==> config.mk <==
export PLATFORM = sky130hd
export DESIGN_NAME = hazard_ctrl
export DESIGN_NICKNAME = d
export VERILOG_FILES = /design/src/rtl/hazard_ctrl.sv
export SDC_FILE = /design/constraint.sdc
export NUM_CORES = 1
export LEC_CHECK = 0
export CAP_MARGIN = 20
export CELL_PAD_IN_SITES_DETAIL_PLACEMENT = 1
export CELL_PAD_IN_SITES_GLOBAL_PLACEMENT = 1
export CORE_MARGIN = 8
export CORE_UTILIZATION = 28
export CTS_CLUSTER_DIAMETER = 60
export DETAILED_ROUTE_END_ITERATION = 7
export GPL_TIMING_DRIVEN = 1
export HOLD_SLACK_MARGIN = 0.1
export PLACE_DENSITY_LB_ADDON = 0.05
export SLEW_MARGIN = 20
export SYNTH_ARGS = -nofsm -noshare
export SYNTH_HDL_FRONTEND = slang
export SYNTH_SLANG_ARGS = --single-unit
==> constraint.sdc <==
create_clock -name clk -period 2.5 [get_ports clk]
set_input_delay 0.5 -clock clk [delete_from_list [all_inputs] [get_ports clk]]
set_output_delay 0.5 -clock clk [all_outputs]
set_load 0.1 [all_outputs]
==> src/rtl/hazard_ctrl.sv <==
// hazard_ctrl
//   Pipeline sequencing controller for the 5-stage MIPS core. It sits beside
//   ID and decides each cycle whether the front end advances, stalls or is
//   flushed. It also issues to the multi-cycle mult/div unit and tracks how
//   long that unit stays busy.
//
// Parameters
//   MULDIV_CYCLES  mult/div latency in cycles (>= 1)
//   CNT_W          busy counter width (2**CNT_W > MULDIV_CYCLES)
//
// Ports
//   clk, rst             clock; synchronous active-high reset
//   IdRs/IdRt            source register fields of the ID instruction
//   IdUseRs/IdUseRt      ID instruction actually reads rs / rt
//   IdMulDiv/IdMfHiLo    ID instruction is mult/div, or accesses HI/LO
//   ExDst/ExMem2R/ExRegW destination, is-load and writes-reg of EX instruction
//   ExBranchTaken/ExJump redirect resolved in EX
//   PcWrite/IfIdWrite    PC and IF/ID load enables
//   IfIdFlush/IdExFlush  clear IF/ID, bubble into ID/EX on next edge
//   MdStart              one-cycle start pulse to mult/div unit
//   MdBusy               mult/div unit occupied
module hazard_ctrl #(
    parameter int unsigned MULDIV_CYCLES = 32,
    parameter int unsigned CNT_W         = 6
) (
    input  logic       clk,
    input  logic       rst,
    input  logic [4:0] IdRs,
    input  logic [4:0] IdRt,
    input  logic       IdUseRs,
    input  logic       IdUseRt,
    input  logic       IdMulDiv,
    input  logic       IdMfHiLo,
    input  logic [4:0] ExDst,
    input  logic       ExMem2R,
    input  logic       ExRegW,
    input  logic       ExBranchTaken,
    input  logic       ExJump,
    output logic       PcWrite,
    output logic       IfIdWrite,
    output logic       IfIdFlush,
    output logic       IdExFlush,
    output logic       MdStart,
    output logic       MdBusy
);

    typedef enum logic {RUN, MDBUSY} state_t;

    state_t           state;
    logic [CNT_W-1:0] cnt;

    logic redirect;
    logic load_use;
    logic hilo_stall;
    logic issue;

    always_comb begin
        redirect   = ExBranchTaken | ExJump;
        // $0 is hard-wired, so a load targeting it can never create a hazard.
        load_use   = ExMem2R & ExRegW & (ExDst != 5'd0) &
                     ((IdUseRs & (IdRs == ExDst)) | (IdUseRt & (IdRt == ExDst)));
        hilo_stall = (state == MDBUSY) & (IdMulDiv | IdMfHiLo);
        issue      = (state == RUN) & IdMulDiv & ~redirect & ~load_use;
    end

    always_comb begin
        PcWrite   = 1'b1;
        IfIdWrite = 1'b1;
        IfIdFlush = 1'b0;
        IdExFlush = 1'b0;
        MdStart   = 1'b0;
        MdBusy    = (state == MDBUSY);
        if (rst) begin
            PcWrite   = 1'b0;
            IfIdWrite = 1'b0;
            IfIdFlush = 1'b1;
            IdExFlush = 1'b1;
            MdBusy    = 1'b0;
        end else if (redirect) begin
            // Wrong-path ID instruction is killed; overrides every stall.
            IfIdFlush = 1'b1;
            IdExFlush = 1'b1;
        end else if (load_use | hilo_stall) begin
            PcWrite   = 1'b0;
            IfIdWrite = 1'b0;
            IdExFlush = 1'b1;
        end else begin
            MdStart   = issue;
        end
    end

    // A redirect does not touch the counter: the mult/div in flight is older
    // than the branch and must complete.
    always_ff @(posedge clk) begin
        if (rst) begin
            state <= RUN;
            cnt   <= '0;
        end else begin
            case (state)
                RUN: begin
                    if (issue) begin
                        state <= MDBUSY;
                        cnt   <= CNT_W'(MULDIV_CYCLES - 1);
                    end
                end
                MDBUSY: begin
                    if (cnt != '0) begin
                        cnt <= cnt - CNT_W'(1);
                    end else begin
                        state <= RUN;
                    end
                end
                default: begin
                    state <= RUN;
                    cnt   <= '0;
                end
            endcase
        end
    end

endmodule

# After elaboration in Yosys (flattened, before gate mapping)

Index checks and enable logic that the tools add are counted.

Bits in registers: 7
Output and inout bits: 6

$add $sub $neg: 1
Equality and inequality tests: 4
Multiplexer cells: 18
Bitwise gates (word level): 16
Reductions and logical operators: 3

Operator list:

| cell                                              | number |
|---|---|
| 2-to-1 mux 1 bit                                  | 14 |
| 2-to-1 mux 6 bit                                  | 2 |
| one-hot mux 6 bit (2 select lines)                | 1 |
| equality test 5 bit                               | 2 |
| bitwise AND 1 bit                                 | 9 |
| nonzero test 6 bit                                | 1 |
| subtractor 6 x 1 -> 6 bit (second input constant) | 1 |
| nonzero test 5 bit                                | 1 |
| bitwise OR 1 bit                                  | 4 |
| NOT 1 bit                                         | 3 |
| != test 2 x 1 -> 1 bit (second input constant)    | 1 |
| != test 2 bit (second input constant)             | 1 |
| one-hot mux 1 bit (2 select lines)                | 1 |
| AND reduction 2 bit                               | 1 |

# Logic depth before layout (Yosys ltp)

Gate-level depths: netlist of the first run.

Depth in word-level cells: 9
Gate-level depth with buffers: 7

# Worst setup path before layout of the first run

No wires, ideal clock.

Path kind: input-to-output
From: input ExDst[1]
To: output PcWrite
Arrival time: 4,327 ps
Path slack: -2,327 ps
Cell stages on the path: 5
Cells stage by stage: or4_4 > o211ai_4 > nor3_1 > a221oi_1 > buf_4

Word-level cells in the longest chain between the ends: 8

Ends and longest elaborated chain:

| element                            | RTL line | RTL |
|---|---|---|
| from (decl)                        | 34       | `input logic [4:0] ExDst,` |
| equality test 5 bit                | 61       | `((IdUseRs & (IdRs == ExDst)) \| (IdUseRt & (IdRt == ExDst)));` |
| bitwise AND 1 bit                  | 61       |  |
| bitwise OR 1 bit                   | 61       |  |
| bitwise AND 1 bit (*)              | 60       | `load_use = ExMem2R & ExRegW & (ExDst != 5'd0) &` |
| bitwise OR 1 bit (*)               | 83       | `end else if (load_use \| hilo_stall) begin` |
| 2-to-1 mux 1 bit (*) (3 in series) | -        |  |
| to (decl)                          | 39       | `output logic PcWrite,` |

Every way passes the cells marked *; elsewhere a longest branch is shown, timed or not.

# Final worst setup path of the first run

From: input IdRt[0]
To: output MdStart

Word-level cells in the longest chain between the ends: 9

Ends and longest elaborated chain:

| element                 | RTL line | RTL |
|---|---|---|
| from (decl)             | 29       | `input logic [4:0] IdRt,` |
| equality test 5 bit (*) | 61       |  |
| bitwise AND 1 bit (*)   | 61       |  |
| bitwise OR 1 bit (*)    | 61       |  |
| bitwise AND 1 bit (*)   | 60       |  |
| NOT 1 bit               | 63       | `issue = (state == RUN) & IdMulDiv & ~redirect & ~load_use;` |
| bitwise AND 1 bit       | 63       |  |
| 2-to-1 mux 1 bit (*)    | 83       |  |
| 2-to-1 mux 1 bit (*)    | 79       | `end else if (redirect) begin` |
| 2-to-1 mux 1 bit (*)    | 73       | `if (rst) begin` |
| to (decl)               | 43       | `output logic MdStart,` |

Marks and branches as above.

==> results of run 1 <==
power breakdown:
part | switching, mW | total, mW | internal (mW)
clock network | 0.0448 | 0.106 | 0.0611
registers | 0.0118 | 0.132 | 0.120
logic | 0.0981 | 0.196 | 0.0978
total | 0.155 | 0.433 | 0.279
final timing paths:
check,depth (start not counted),slack (ps),from,endpoint
setup / recovery,6,3,IdRt[0],MdStart
hold / removal,2,530,cnt[1],cnt[1]
setup reg to reg,6,450,cnt[0],cnt[0]
hold reg to reg,2,530,cnt[1],cnt[1]
metrics by stage:
step / cell area, µm² / std cells
after floorplan: 679 / 76
final: 1180 / 146
after detailed placement: 1110 / 140
after global placement: 1110 / 140
after CTS: 1150 / 145
after global routing: 1180 / 146
critical path, delay by kind of cell:
kind                   cells  cell delay (ps)
AND/OR/NAND/NOR            1              170
AO/OA/AOI/OAI              2              540
buffers and inverters      2              650
XOR/XNOR                   1              130
repair_timing:
| action | 4_1_cts | 5_1_grt |
|---|---|---|
| setup endpoints to repair | 4 | 4 |
| buffers inserted | 1 | 1 |
| gates resized for setup | 18 | 6 |
| pin swaps | 4 | 8 |
Yosys cell counts:
library cell / instances / area share
nand2_1: 3 / 0.017
or4b_2: 1 / 0.016
nand4_1: 2 / 0.019
buf_2: 1 / 0.0078
or3b_1: 1 / 0.014
a21oi_1: 4 / 0.031
nand3_1: 1 / 0.0078
a211oi_1: 1 / 0.012
a21o_1: 1 / 0.012
o22ai_1: 2 / 0.019
o211a_1: 1 / 0.016
ha_1: 1 / 0.019
dfxtp_1: 7 / 0.22
or4_4: 1 / 0.017
clkbuf_1: 1 / 0.0058
and2_1: 1 / 0.0097
o31a_1: 1 / 0.014
o311ai_0: 3 / 0.041
nor3b_1: 1 / 0.012
o211ai_4: 1 / 0.033
nor2_1: 3 / 0.017
xnor2_1: 11 / 0.15
nor3_1: 5 / 0.039
xor2_1: 1 / 0.014
nor4b_2: 1 / 0.023
buf_4: 1 / 0.012
a221oi_1: 1 / 0.014
inv_1: 4 / 0.023
o31ai_1: 2 / 0.023
mux2i_1: 1 / 0.016
o22a_1: 1 / 0.014
o21ai_0: 2 / 0.016
a31oi_1: 2 / 0.019
a2111oi_2: 1 / 0.023
nor2b_1: 2 / 0.019
nor3_2: 1 / 0.016
o21a_1: 1 / 0.012
or4_1: 1 / 0.012
final cells by class:
type	count	area [µm²]	share of cell area
Multi-Input combinational cell	62	512	0.435
Inverter	4	15.0	0.0128
Tap cell	28	35.0	0.0298
Clock buffer	4	26.3	0.0223
Timing Repair Buffer	41	449	0.382
Sequential cell	7	140	0.119
metal layers:
layer  vias up  track usage
li1        375            -
met1       358        0.124
met2        23        0.240
met3         4       0.0436
met4         0       0.0279
met5         -            0
cell usage in the layout, fill, tap and decap left out, types with 2 or more instances in the layout:
cell type,n
nor3_1,4
clkdlybuf4s50_1,15
inv_1,4
xnor2_1,11
buf_12,6
nor2_1,3
nand4_1,2
o311ai_0,3
nand2_1,3
dlymetal6s2s_1,4
nor2b_1,2
clkbuf_4,3
a21oi_1,4
buf_6,2
dfxtp_1,7
o31ai_1,2
buf_4,11
a31oi_1,2
registers in the layout (all words and copies together), names as in the netlist:
signal  flops
cnt         6
state       1
kinds of logic (layout without fill, tap and decap cells):
logic type | Yosys count | count (layout)
flops | 7 | 7
mux | 1 | 1
fa+ha+maj | 1 | 1
buf+inv | 7 | 49
simple gates | 24 | 24
xor+xnor | 12 | 12
compound gates | 24 | 24
==> results.yml, run 1 <==
synthesis:
  synthXorXnorAreaFrac: 0.163
  syn_area_per_cell_um2: 8.48
  ys_seq_area_frac: 0.217
  ys_warn_count: 0
  synth-simple-area-share: 0.239
  ys_types: 38
  synth_top_family_by_area: "compound AO/OA/AOI/OAI gates"
  syn_nets: 102
  syn_inst: 76
  synth_seq_cells: 7
  synthAdderAreaFrac: 0.0194
  synthesis.area_um2: 644
  synth_compound_area_frac: 0.297
  synth.area.mux_share: 0.0155
floorplanning:
  die_height_um: 64.0
  die-width_um: 64.0
  pin_count: 31
  start_util: 0.294
  coreArea_um2: 2190
  die_area_um2: 4090
  rows: 17
critical_path:
  crit_fanout: 3
  cp_slowest_cell: "clkdlybuf4s50_1"
  slowest_delay_ps: 480
  crit_type: "input pin to output pin"
  endpoint_kind: "output pin"
  arrival_ps: 2000
  worstPathCellList: "clkdlybuf4s50_1 > xnor2_1 > nand4_1 > o22a_1 > o211a_1 > buf_12"
  worstPathRequired_ps: 2000
  cp-start-kind: "input pin"
cts:
  cts_num_sinks: 7
  cts_made_buffers: 3
  cts-root-buf: "clkbuf_4"
  hold_buffers: 0
  path_clk_slew_ps: 50
  cts_tree: "built"
  clk_latency_ps: 250
  clk_path_buf_depth: 2
  htree_levels: 1
cells_and_area:
  final_nets: 145
  area_delta_synth_final_pct: 82.7
  n_antenna_cell: 0
  drive_gt1_frac: 0.280
  fillers: 261
  fin_util: 0.537
route:
  met3WireLength_um: 100
  ant_nets: 0
  drtIter0Drc: 8
  wl_met2_um: 1480
  viasPerCell: 5.21
  drt_wl_total_um: 2640
  highest_layer: "met4"
  routed-via-count: 760
  wire_per_inst_um: 18.1
  drt-met1-wl_um: 1030
  dr.pass1.iters: 4
  route.detailed.drc: 0
grt:
  grt_first_pass_wirelength_um: 4070
  grt_max_degree: 12
  grt_use_total: 0.125
  grt_pass1_vias: 833
  antenna_found_initial: 0
  grt-ovfl-total: 0
timing:
  max_freq_mhz: 401
  setup-tns-final_ps: 0
  fin_skew_ps: 4.93
  finalWorstSetupSlack_ps: 3.19
  slew_violations: 0
  final.min_clock_period_ps: 2500
  rsz0062_at_grt: "yes"
  setup_viol: 0
  post-route-period-util: 0.999
  hold_viol_final: 0
  worst_pin_slew_ps: 457
  hold_slack_ps: 533
  slew_headroom: 0.695
place:
  io_buffer_count: 30
  pre_cts_ws_ps: -341
  hpwl_um: 2080
  gp_congestion: 0.818
hold_path:
  hold_class: "flip-flop to flip-flop"
flow_run:
  maxCapViolations: 0
power:
  vdd_drop_max_mv: 0.382
  p_leak_nw: 0.479
  finalPower_uw: 433
  power.density_nw_per_um2: 368
outcome:
  status: "finished clean"
Power figures use the tool's default switching activity.
==> run 2, diff against run 1 <==
Settings changed: SETUP_SLACK_MARGIN set to 0.05.
==> run 2 against run 1 <==
Clock skew is 1.2 ps lower. Combinational power is 2% lower. Largest power group unchanged. Highest routed layer unchanged. Register-to-register slack hardly changed. Hold slack better by 9.3 ps. Die area stayed put.
==> results.yml, run 2 (synthesized netlist as in run 1, its figures left out) <==
outcome:
  status: "finished clean"
hold_path:
  min_from: "cnt[1]"
  hold_class: "flip-flop to flip-flop"
  hold_path_end: "cnt[1]"
  min_path_cells: 2
cts:
  clk_path_buf_depth: 2
  cts_tree: "built"
  path_clk_slew_ps: 60
  clk_latency_ps: 260
  htree_levels: 1
  hold_buffers: 0
  cts-root-buf: "clkbuf_4"
  cts_num_sinks: 7
  cts_made_buffers: 3
critical_path:
  crit_fanout: 2
  slowest_delay_ps: 540
  worstPathCellList: "buf_6 > or4_4 > o211ai_4 > nor3_2 > a221oi_4 > buf_12"
  regToRegEndpoint: "cnt[0]"
  cp_slowest_cell: "or4_4"
  cp-start-kind: "input pin"
  rr_worst_depth: 6
  endpoint_kind: "output pin"
  arrival_ps: 1980
  r2r_setup_slack_ps: 460
  r2r_start: "cnt[0]"
  path_buf_inv: 2
  crit_type: "input pin to output pin"
  cpLargestDelayFamily: "simple AND/OR/NAND/NOR gates"
  worstPathRequired_ps: 2000
grt:
  grt-ovfl-total: 0
  grt_first_pass_wirelength_um: 4020
  grt_max_degree: 12
  grt_use_total: 0.122
  antenna_found_initial: 0
  grt_pass1_vias: 859
timing:
  worst_pin_slew_ps: 405
  slew_headroom: 0.730
  setup_viol: 0
  post-route-period-util: 0.994
  slew_violations: 0
  rsz0062_at_grt: "yes"
  fin_skew_ps: 3.70
  hold_viol_final: 0
  max_freq_mhz: 402
  finalWorstSetupSlack_ps: 15.2
  final.min_clock_period_ps: 2480
place:
  io_buffer_count: 30
  post_dp_cell_area_um2: 1120
  pre_cts_ws_ps: -336
  gp_congestion: 0.852
  dp_cells: 141
  hpwl_um: 1970
flow_run:
  maxCapViolations: 0
cells_and_area:
  drive_gt1_frac: 0.303
  fin_cells: 147
  final_nets: 146
  area_delta_synth_final_pct: 83.5
  fin_util: 0.540
  largest_register_ff_count: 6
  n_antenna_cell: 0
  largest-register: "cnt"
  final_area_um2: 1180
  mostFrequentLayoutCells: "12 x buf_4, 11 x xnor2_1, 11 x clkdlybuf4s50_1, 7 x dfxtp_1, 6 x buf_12"
  top_regs: "cnt (6), state (1)"
  mostFrequentLayoutCell: "buf_4"
power:
  finalPower_uw: 433
  power.density_nw_per_um2: 367
  vdd_drop_max_mv: 0.231
  p_leak_nw: 0.479
floorplanning:
  die_area_um2: 4090
  coreArea_um2: 2190
  start_util: 0.294
  pin_count: 31
  rows: 17
  die-width_um: 64.0
  die_height_um: 64.0
route:
  wire_per_inst_um: 16.1
  ant_nets: 0
  dr.pass1.iters: 4
  viasPerCell: 5.24
  routed-via-count: 770
  route.detailed.drc: 0
  drtIter0Drc: 11
  drt_wl_total_um: 2360
==> run 2: cell types whose count changed in the layout (fill, tap and decap cells not counted), sizes merged <==
cell,change
dlygate4sd2,+4
clkdlybuf4s50,-4
buf,+1
==> run 2: layout make-up <==
class	instances	area (µm²)
clock buffers	4	26.3
fillers	263	1010
inverters	4	15.0
multi-input cells	62	514
flip-flops and latches	7	140
well taps	28	35.0
repair buffers	42	452
==> run 2: per-stage QoR <==
stage / hold slack (ps) / TNS, ps
finish: 542 / 0
global placement: 503 / -982
floorplan: 478 / -1240
CTS: 541 / -1.41
global route: 556 / -74.0
detailed placement: 533 / -1090
==> run 2: worst min-delay path, stage by stage, from the launching register on <==
cell     delay, ps
dfxtp_1        330
inv_1           80
a31oi_1         80
==> run 2: worst max-delay path by stage <==
stage / slack (ps) / endpoint / start / depth (start not counted)
after CTS: -1 / IfIdWrite / ExDst[4] / 6
final: 20 / IfIdWrite / ExDst[4] / 6
after global routing: -40 / IfIdWrite / ExDst[4] / 6
after global placement: -310 / IfIdWrite / ExDst[1] / 6
after detailed placement: -340 / IfIdWrite / ExDst[1] / 6
after floorplan: -580 / PcWrite / ExDst[1] / 5
==> run 2: report_power, final <==
part / total [mW] / internal (mW) / switching, mW / leakage (nW)
Sequential: 0.132 / 0.120 / 0.0123 / 0.0573
Combinational: 0.192 / 0.0964 / 0.0953 / 0.407
Clock: 0.110 / 0.0613 / 0.0482 / 0.0150
==> run 2: layer usage <==
metal,up-vias,global-route usage,wire length (µm)
li1,377,-,-
met5,-,0,0
met4,0,0.0334,15
met2,22,0.205,1190
met3,3,0.0557,147
met1,368,0.136,1010
==> run 2: what timing repair did <==
item | 4_1_cts | 5_1_grt
pin swaps | 10 | 8
endpoints found under the setup margin | 4 | 4
hold endpoints to repair | 0 | 0
resized for setup | 24 | 5
setup buffers | 2 | 1
